<file path="config.mk">
export PLATFORM = sky130hd
export DESIGN_NAME = byte_stream_fifo
export DESIGN_NICKNAME = d
export VERILOG_FILES = /design/src/rtl/byte_stream_fifo.sv
export SDC_FILE = /design/constraint.sdc
export NUM_CORES = 1
export LEC_CHECK = 0
export CORE_MARGIN = 1.5
export CORE_UTILIZATION = 35
export DETAILED_ROUTE_END_ITERATION = 6
export GPL_ROUTABILITY_DRIVEN = 0
export GPL_TIMING_DRIVEN = 1
export PLACE_DENSITY = 0.61
export SLEW_MARGIN = 0
export SYNTH_ARGS = -nofsm -noshare
export SYNTH_HDL_FRONTEND = slang
export SYNTH_SLANG_ARGS = --single-unit
export TNS_END_PERCENT = 5
</file>
<file path="constraint.sdc">
create_clock -name CLK -period 1.85 [get_ports CLK]
set_input_delay 0.2775 -clock CLK [delete_from_list [all_inputs] [get_ports CLK]]
set_output_delay 0.2775 -clock CLK [all_outputs]
set_load 0.1 [all_outputs]
</file>
<file path="src/rtl/byte_stream_fifo.sv">
// byte_stream_fifo: valid/ready FIFO that shows INIT on O while empty, with occupancy count and sync flush.
module byte_stream_fifo #(
    parameter int unsigned          WIDTH = 8,
    parameter int unsigned          DEPTH = 4,
    parameter logic [WIDTH-1:0]     INIT  = 8'hDE
) (
    input  logic                        CLK,
    input  logic                        ASYNCRESETN,
    input  logic                        FLUSH,
    input  logic [WIDTH-1:0]            I,
    input  logic                        I_VALID,
    output logic                        I_READY,
    output logic [WIDTH-1:0]            O,
    output logic                        O_VALID,
    input  logic                        O_READY,
    output logic [$clog2(DEPTH):0]      COUNT
);
    localparam int unsigned AW = $clog2(DEPTH);
    localparam int unsigned CW = AW + 1;
    logic [WIDTH-1:0] mem_q [DEPTH];
    logic [AW-1:0]    wr_q, wr_d, rd_q, rd_d;
    logic [CW-1:0]    count_q, count_d;
    logic             push, pop;
    assign I_READY = count_q != CW'(DEPTH);
    assign O_VALID = count_q != '0;
    assign O       = O_VALID ? mem_q[rd_q] : INIT;
    assign COUNT   = count_q;
    assign push    = I_VALID & I_READY;
    assign pop     = O_VALID & O_READY;
    // DEPTH is a power of two, so pointers wrap by plain overflow
    always_comb begin
        wr_d    = FLUSH ? '0 : push ? wr_q + AW'(1) : wr_q;
        rd_d    = FLUSH ? '0 : pop ? rd_q + AW'(1) : rd_q;
        count_d = FLUSH ? '0 : (push & ~pop) ? count_q + CW'(1) :
                  (pop & ~push) ? count_q - CW'(1) : count_q;
    end
    always_ff @(posedge CLK or negedge ASYNCRESETN) begin
        if (!ASYNCRESETN) begin
            wr_q    <= '0;
            rd_q    <= '0;
            count_q <= '0;
            for (int k = 0; k < DEPTH; k++) mem_q[k] <= INIT;
        end else begin
            wr_q    <= wr_d;
            rd_q    <= rd_d;
            count_q <= count_d;
            if (push && !FLUSH) mem_q[wr_q] <= I;
        end
    end
endmodule
</file>
==> impl_metrics.toml, run 1 <==
[clock_network]
cts_tree = "built"
cts_max_path_buffers = 2
clkSlewWorstSetupHoldPaths_ns = 0.08
ctsHoldBuffers = 0
cts_buffers = 5
insertion_delay_ns = 0.29
htreeDepth = 2
root_buffer = "clkbuf_8"
cts.sinks = 39

[cells_and_area]
stdcell_count = 263
syn_to_final_growth_pct = 41.0
num_antenna_cells = 0
final_util = 0.518
fin_nets = 208
fillers = 495
drive_gt1_frac = 0.670

[yosys]
synth-warning-count = 0
synth_top_area_cell = "dfstp_2"
synth-edff-count = 0
syn_inst = 146
netlist_area_mm2 = 0.00205
yosysSeqAreaShare = 0.491
synthFlopType = "dfstp_2"
yosysUniqueCellTypes = 37
yosysTopAreaCellShare = 0.308
synth_seq_cells = 39
syn_area_per_cell_um2 = 14.0
yosysMostFrequentCell = "dfstp_2"
syn-num-nets = 164
ys_top_cells_by_count = "dfstp_2 (24), mux2_2 (23), dfrtp_1 (15)"
synth-async-reset-ratio = 1.00
synthTopCellsByArea = "dfstp_2 (31%), dfrtp_1 (18%), mux2_2 (13%), mux4_2 (8.8%), mux2_4 (5.9%)"

[worst_setup_path]
critical_path_class = "reg2out"
critPathMaxFanout = 7
arrival_ns = 1.78
endpoint_kind = "output port"
crit_start = "rd_q[0]"
crit_path_start_kind = "register"
cp.required_ns = 1.57
r2r_start = "COUNT[0]"

[routing]
wirelength_mm = 4.42
dr.pass1.iters = 4
vias = 1321
avgViaCountPerCell = 5.02
drtAntennaViolNets = 0
wire_per_inst_um = 16.8
drc_errors = 0
drtIter0Drc = 80

[sta]
setup_viol = 10
fmax_mhz = 485
min_period_ns = 2.06
report.final.slew_viol_count = 0
worst_slew_pin_slew_ns = 0.496
fin_crit_sh = 1.11
hold_viol_final = 0
relSlewSlack = 0.669
setup_slack_ns = -0.210
rsz0062_at_grt = "true"
finClkSkew_ns = 0.00771

[floorplan]
start_util = 0.367
fp.dieArea_mm2 = 0.00632
die_x_um = 79.5
row_count = 27
top_level_ports = 26
core_mm2 = 0.00557
die_h_um = 79.5

[run_status]
status = "finished, violations left"
violations = "setup timing"

[global_routing]
antenna_found_initial = 0
grt_first_pass_wirelength_mm = 7.17
grt_max_degree = 40
grt_overflow = 0
grt_pass1_vias = 1420
grt_usage = 0.152

[place]
io_buffers = 25
dp_cells = 253
hpwl_mm = 3.04

[hold_path]
min_path_type = "in2async"

[job]
drv_cap = 0
[critical path: stages (launching register included)]
cell	delay [ns]
dfrtp_1	0.41
buf_12	0.15
mux4_2	0.51
or2_4	0.26
buf_12	0.17
[cells by family after synthesis]
logic type	after synthesis	share of synthesized area
XOR/XNOR	2	0.00856
flip-flops	39	0.491
multiplexers	42	0.289
AO/OA/AOI/OAI	16	0.0569
buffers and inverters	17	0.0373
AND/OR/NAND/NOR	25	0.0825
adder cells (fa/ha/maj)	5	0.0342
[cell usage in the layout, fill, tap and decap left out, types with 2 or more instances in the layout]
master,n
and3_4,2
xor2_1,2
nand3_2,3
buf_4,12
dfrtp_4,3
mux2_1,2
or2_4,6
mux2_2,23
dfrtp_1,12
buf_12,16
clkbuf_8,5
dfstp_2,24
nand3_1,2
o21ai_0,3
inv_1,8
clkdlybuf4s50_1,12
ha_1,4
a21oi_1,2
buf_6,5
nor2_1,6
mux4_2,8
mux2_4,8
[sequential cells by signal (all words and copies together), names as in the netlist]
| name | cells |
|---|---|
| COUNT | 3 |
| mem_q | 32 |
| rd_q | 2 |
| wr_q | 2 |
[path summary, 6_finish.rpt]
check	end	slack (ns)	cells past startpoint
setup / recovery	O[6]	-0.21	4
hold / removal	mem_q[8]	0.42	2
setup reg to reg	COUNT[2]	-0.14	6
hold reg to reg	mem_q[21]	0.51	1
max in group asynchronous	COUNT[2]	1.04	2
min in group CLK	mem_q[21]	0.51	1
[per-stage QoR]
step                hold slack (ns)  setup slack, ns  setup TNS, ns  area, µm²
finish                        0.420           -0.210          -1.67       2890
detailed placement            0.493           -0.221         -0.522       2690
floorplan                   -0.0181           -0.501          -5.45       2100
CTS                           0.435           -0.211          -1.88       2870
global route                  0.465           -0.268          -2.39       2890
global placement              0.484           -0.113         -0.211       2690
[metal layers]
metal	part of all wire	wire [µm]	track usage
met1	0.45	1970	0.195
met2	0.51	2250	0.258
met3	0.034	152	0.0320
met4	0.010	46	0.0474
met5	0	0	0
[repair_timing]
action / 4_1_cts / 5_1_grt
resized for setup: 17 / 3
setup buffers: 1 / 0
cloned: 1 / 0
pin swaps: 2 / 1
endpoints found under the setup margin: 11 / 14
[final cells by class]
class | count | area, µm² | share of cell area
Clock buffer | 5 | 68.8 | 0.0238
Timing Repair Buffer | 45 | 587 | 0.203
Tap cell | 72 | 90.1 | 0.0312
Clock inverter | 3 | 43.8 | 0.0152
Inverter | 9 | 47.5 | 0.0165
Multi-Input combinational cell | 90 | 1030 | 0.358
Sequential cell | 39 | 1020 | 0.352
Power of run 1 is left out: the tool's default activity adds up to more than one toggle a clock period on the data nets, which glitch-free logic cannot reach.
==> run 2: changes to the inputs <==
--- a/config.mk
+++ b/config.mk
@@ -8,9 +8,8 @@
 export CORE_MARGIN = 1.5
 export CORE_UTILIZATION = 35
 export DETAILED_ROUTE_END_ITERATION = 6
-export GPL_ROUTABILITY_DRIVEN = 0
 export GPL_TIMING_DRIVEN = 1
-export PLACE_DENSITY = 0.61
+export PLACE_DENSITY = 0.59
 export SLEW_MARGIN = 0
 export SYNTH_ARGS = -nofsm -noshare
 export SYNTH_HDL_FRONTEND = slang
==> constraint.sdc (replaced) <==
create_clock -name CLK -period 2.3 [get_ports CLK]
set_input_delay 0.345 -clock CLK [delete_from_list [all_inputs] [get_ports CLK]]
set_output_delay 0.345 -clock CLK [all_outputs]
set_load 0.1 [all_outputs]
==> run 2 against run 1 <==
The run now ends clean. Critical path depth shrank 1. Global-route usage grew 0.10 points. Die area is the same. Utilization shrank 4.4 points. Final cell count shrank 4.9%. Via count shrank 1.4%. Wire length shrank 1.7%. Non-clock buffer count shrank 13. Hold slack gained 0.077 ns. First-iteration DRC count shrank 7.5%. Sequential share of layout area grew 3.3 points. Critical endpoint is now O[4].
==> impl_metrics.toml, run 2 (synthesis results as in run 1) <==
[clock_network]
cts_max_path_buffers = 2
post_cts_buffers = 0
htreeDepth = 2
cts.sinks = 39
root_buffer = "clkbuf_8"
ctsHoldBuffers = 0
clkSlewWorstSetupHoldPaths_ns = 0.08
cts_tree = "built"
cts_buffers = 5
insertion_delay_ns = 0.30
cts_resized = 0

[cells_and_area]
syn_to_final_growth_pct = 29.0
largest_register = "mem_q"
layout_common_cells = "dfstp_2 (24), mux2_2 (23), clkdlybuf4s50_1 (12), dfrtp_1 (12)"
drive_gt1_frac = 0.624
largest_reg_flops = 32
final_common_cell = "dfstp_2"
num_antenna_cells = 0
fin_nets = 195

[place]
io_buffers = 25
gp_congestion = 0.807
place_ws_ns = 0.171
hpwl_mm = 2.97

[sta]
rsz0062_at_grt = "false"
relSlewSlack = 0.656
worst_slew_pin_slew_ns = 0.516
setup_viol = 0
fmax_mhz = 465
min_period_ns = 2.15
hold_slack_ns = 0.496
finClkSkew_ns = 0.0108
fin_setup_tns_ns = 0
setup_slack_ns = 0.149
hold_viol_final = 0
fin_crit_sh = 0.935
report.final.slew_viol_count = 0

[routing]
avgViaCountPerCell = 5.21
route.top_layer_used = "met4"
dr_wl_met3_um = 191
dr.pass1.iters = 4
vias = 1302
drc_errors = 0
wirelength_mm = 4.35
wire_per_inst_um = 17.4
drtIter0Drc = 74
drtAntennaViolNets = 0
m1WireLength_mm = 1.93
routed-wl-met2_mm = 2.16

[floorplan]
fp.dieArea_mm2 = 0.00632
start_util = 0.367
die_x_um = 79.5
top_level_ports = 26
row_count = 27
core_mm2 = 0.00557
die_h_um = 79.5

[global_routing]
grt_max_degree = 40
grt_usage = 0.153
grt_pass1_vias = 1435
grt_overflow = 0
antenna_found_initial = 0
grt_first_pass_wirelength_mm = 7.21

[worst_setup_path]
critical_path_class = "reg2out"
arrival_ns = 1.81
crit_path_start_kind = "register"
cp.required_ns = 1.96
endpoint_kind = "output port"
critPathMaxFanout = 9

[job]
drv_cap = 0

[run_status]
status = "completed"

[hold_path]
min_path_type = "in2async"
-- run 2: cell types whose count changed in the layout (fill, tap and decap cells not counted), sizes merged --
cell,delta
bufinv,-1
clkinv,-1
buf,-13
clkbuf,+2
-- run 2: layout make-up --
| cell class | instances | area (µm²) |
|---|---|---|
| clock buffers | 7 | 108 |
| clock inverters | 1 | 5.00 |
| fillers | 528 | 2930 |
| inverters | 9 | 47.5 |
| multi-input cells | 90 | 977 |
| flip-flops and latches | 39 | 1020 |
| well taps | 72 | 90.1 |
| repair buffers | 32 | 395 |
-- run 2: final timing paths --
check                            start        end  slack (ns)  cells past startpoint
setup / recovery               rd_q[1]       O[4]        0.15                      3
hold / removal             ASYNCRESETN  mem_q[16]        0.50                      2
setup reg to reg              COUNT[0]   COUNT[2]        0.16                      6
hold reg to reg               mem_q[0]   mem_q[0]        0.51                      1
max in group asynchronous  ASYNCRESETN   COUNT[2]        1.41                      2
min in group CLK              mem_q[0]   mem_q[0]        0.51                      1
-- run 2: metal layers --
layer | vias up | GRT usage
met3 | 7 | 0.0469
met1 | 687 | 0.188
met4 | 0 | 0.0667
met5 | - | 0
met2 | 23 | 0.248
li1 | 585 | -
-- run 2: stage by stage --
stage / std cells / cell area [µm²] / utilization
6_report: 250 / 2640 / 0.474
5_1_grt: 250 / 2640 / 0.474
4_1_cts: 250 / 2640 / 0.474
3_5_place_dp: 242 / 2530 / 0.453
3_3_place_gp: 242 / 2530 / 0.453
2_1_floorplan: 146 / 2100 / -
-- run 2: worst max-delay path: stages, from the launching register on --
cell and delay (ns):
dfrtp_1 0.65, mux4_2 0.38, or2_2 0.31, buf_12 0.17
Power of run 2 is left out for the same reason.
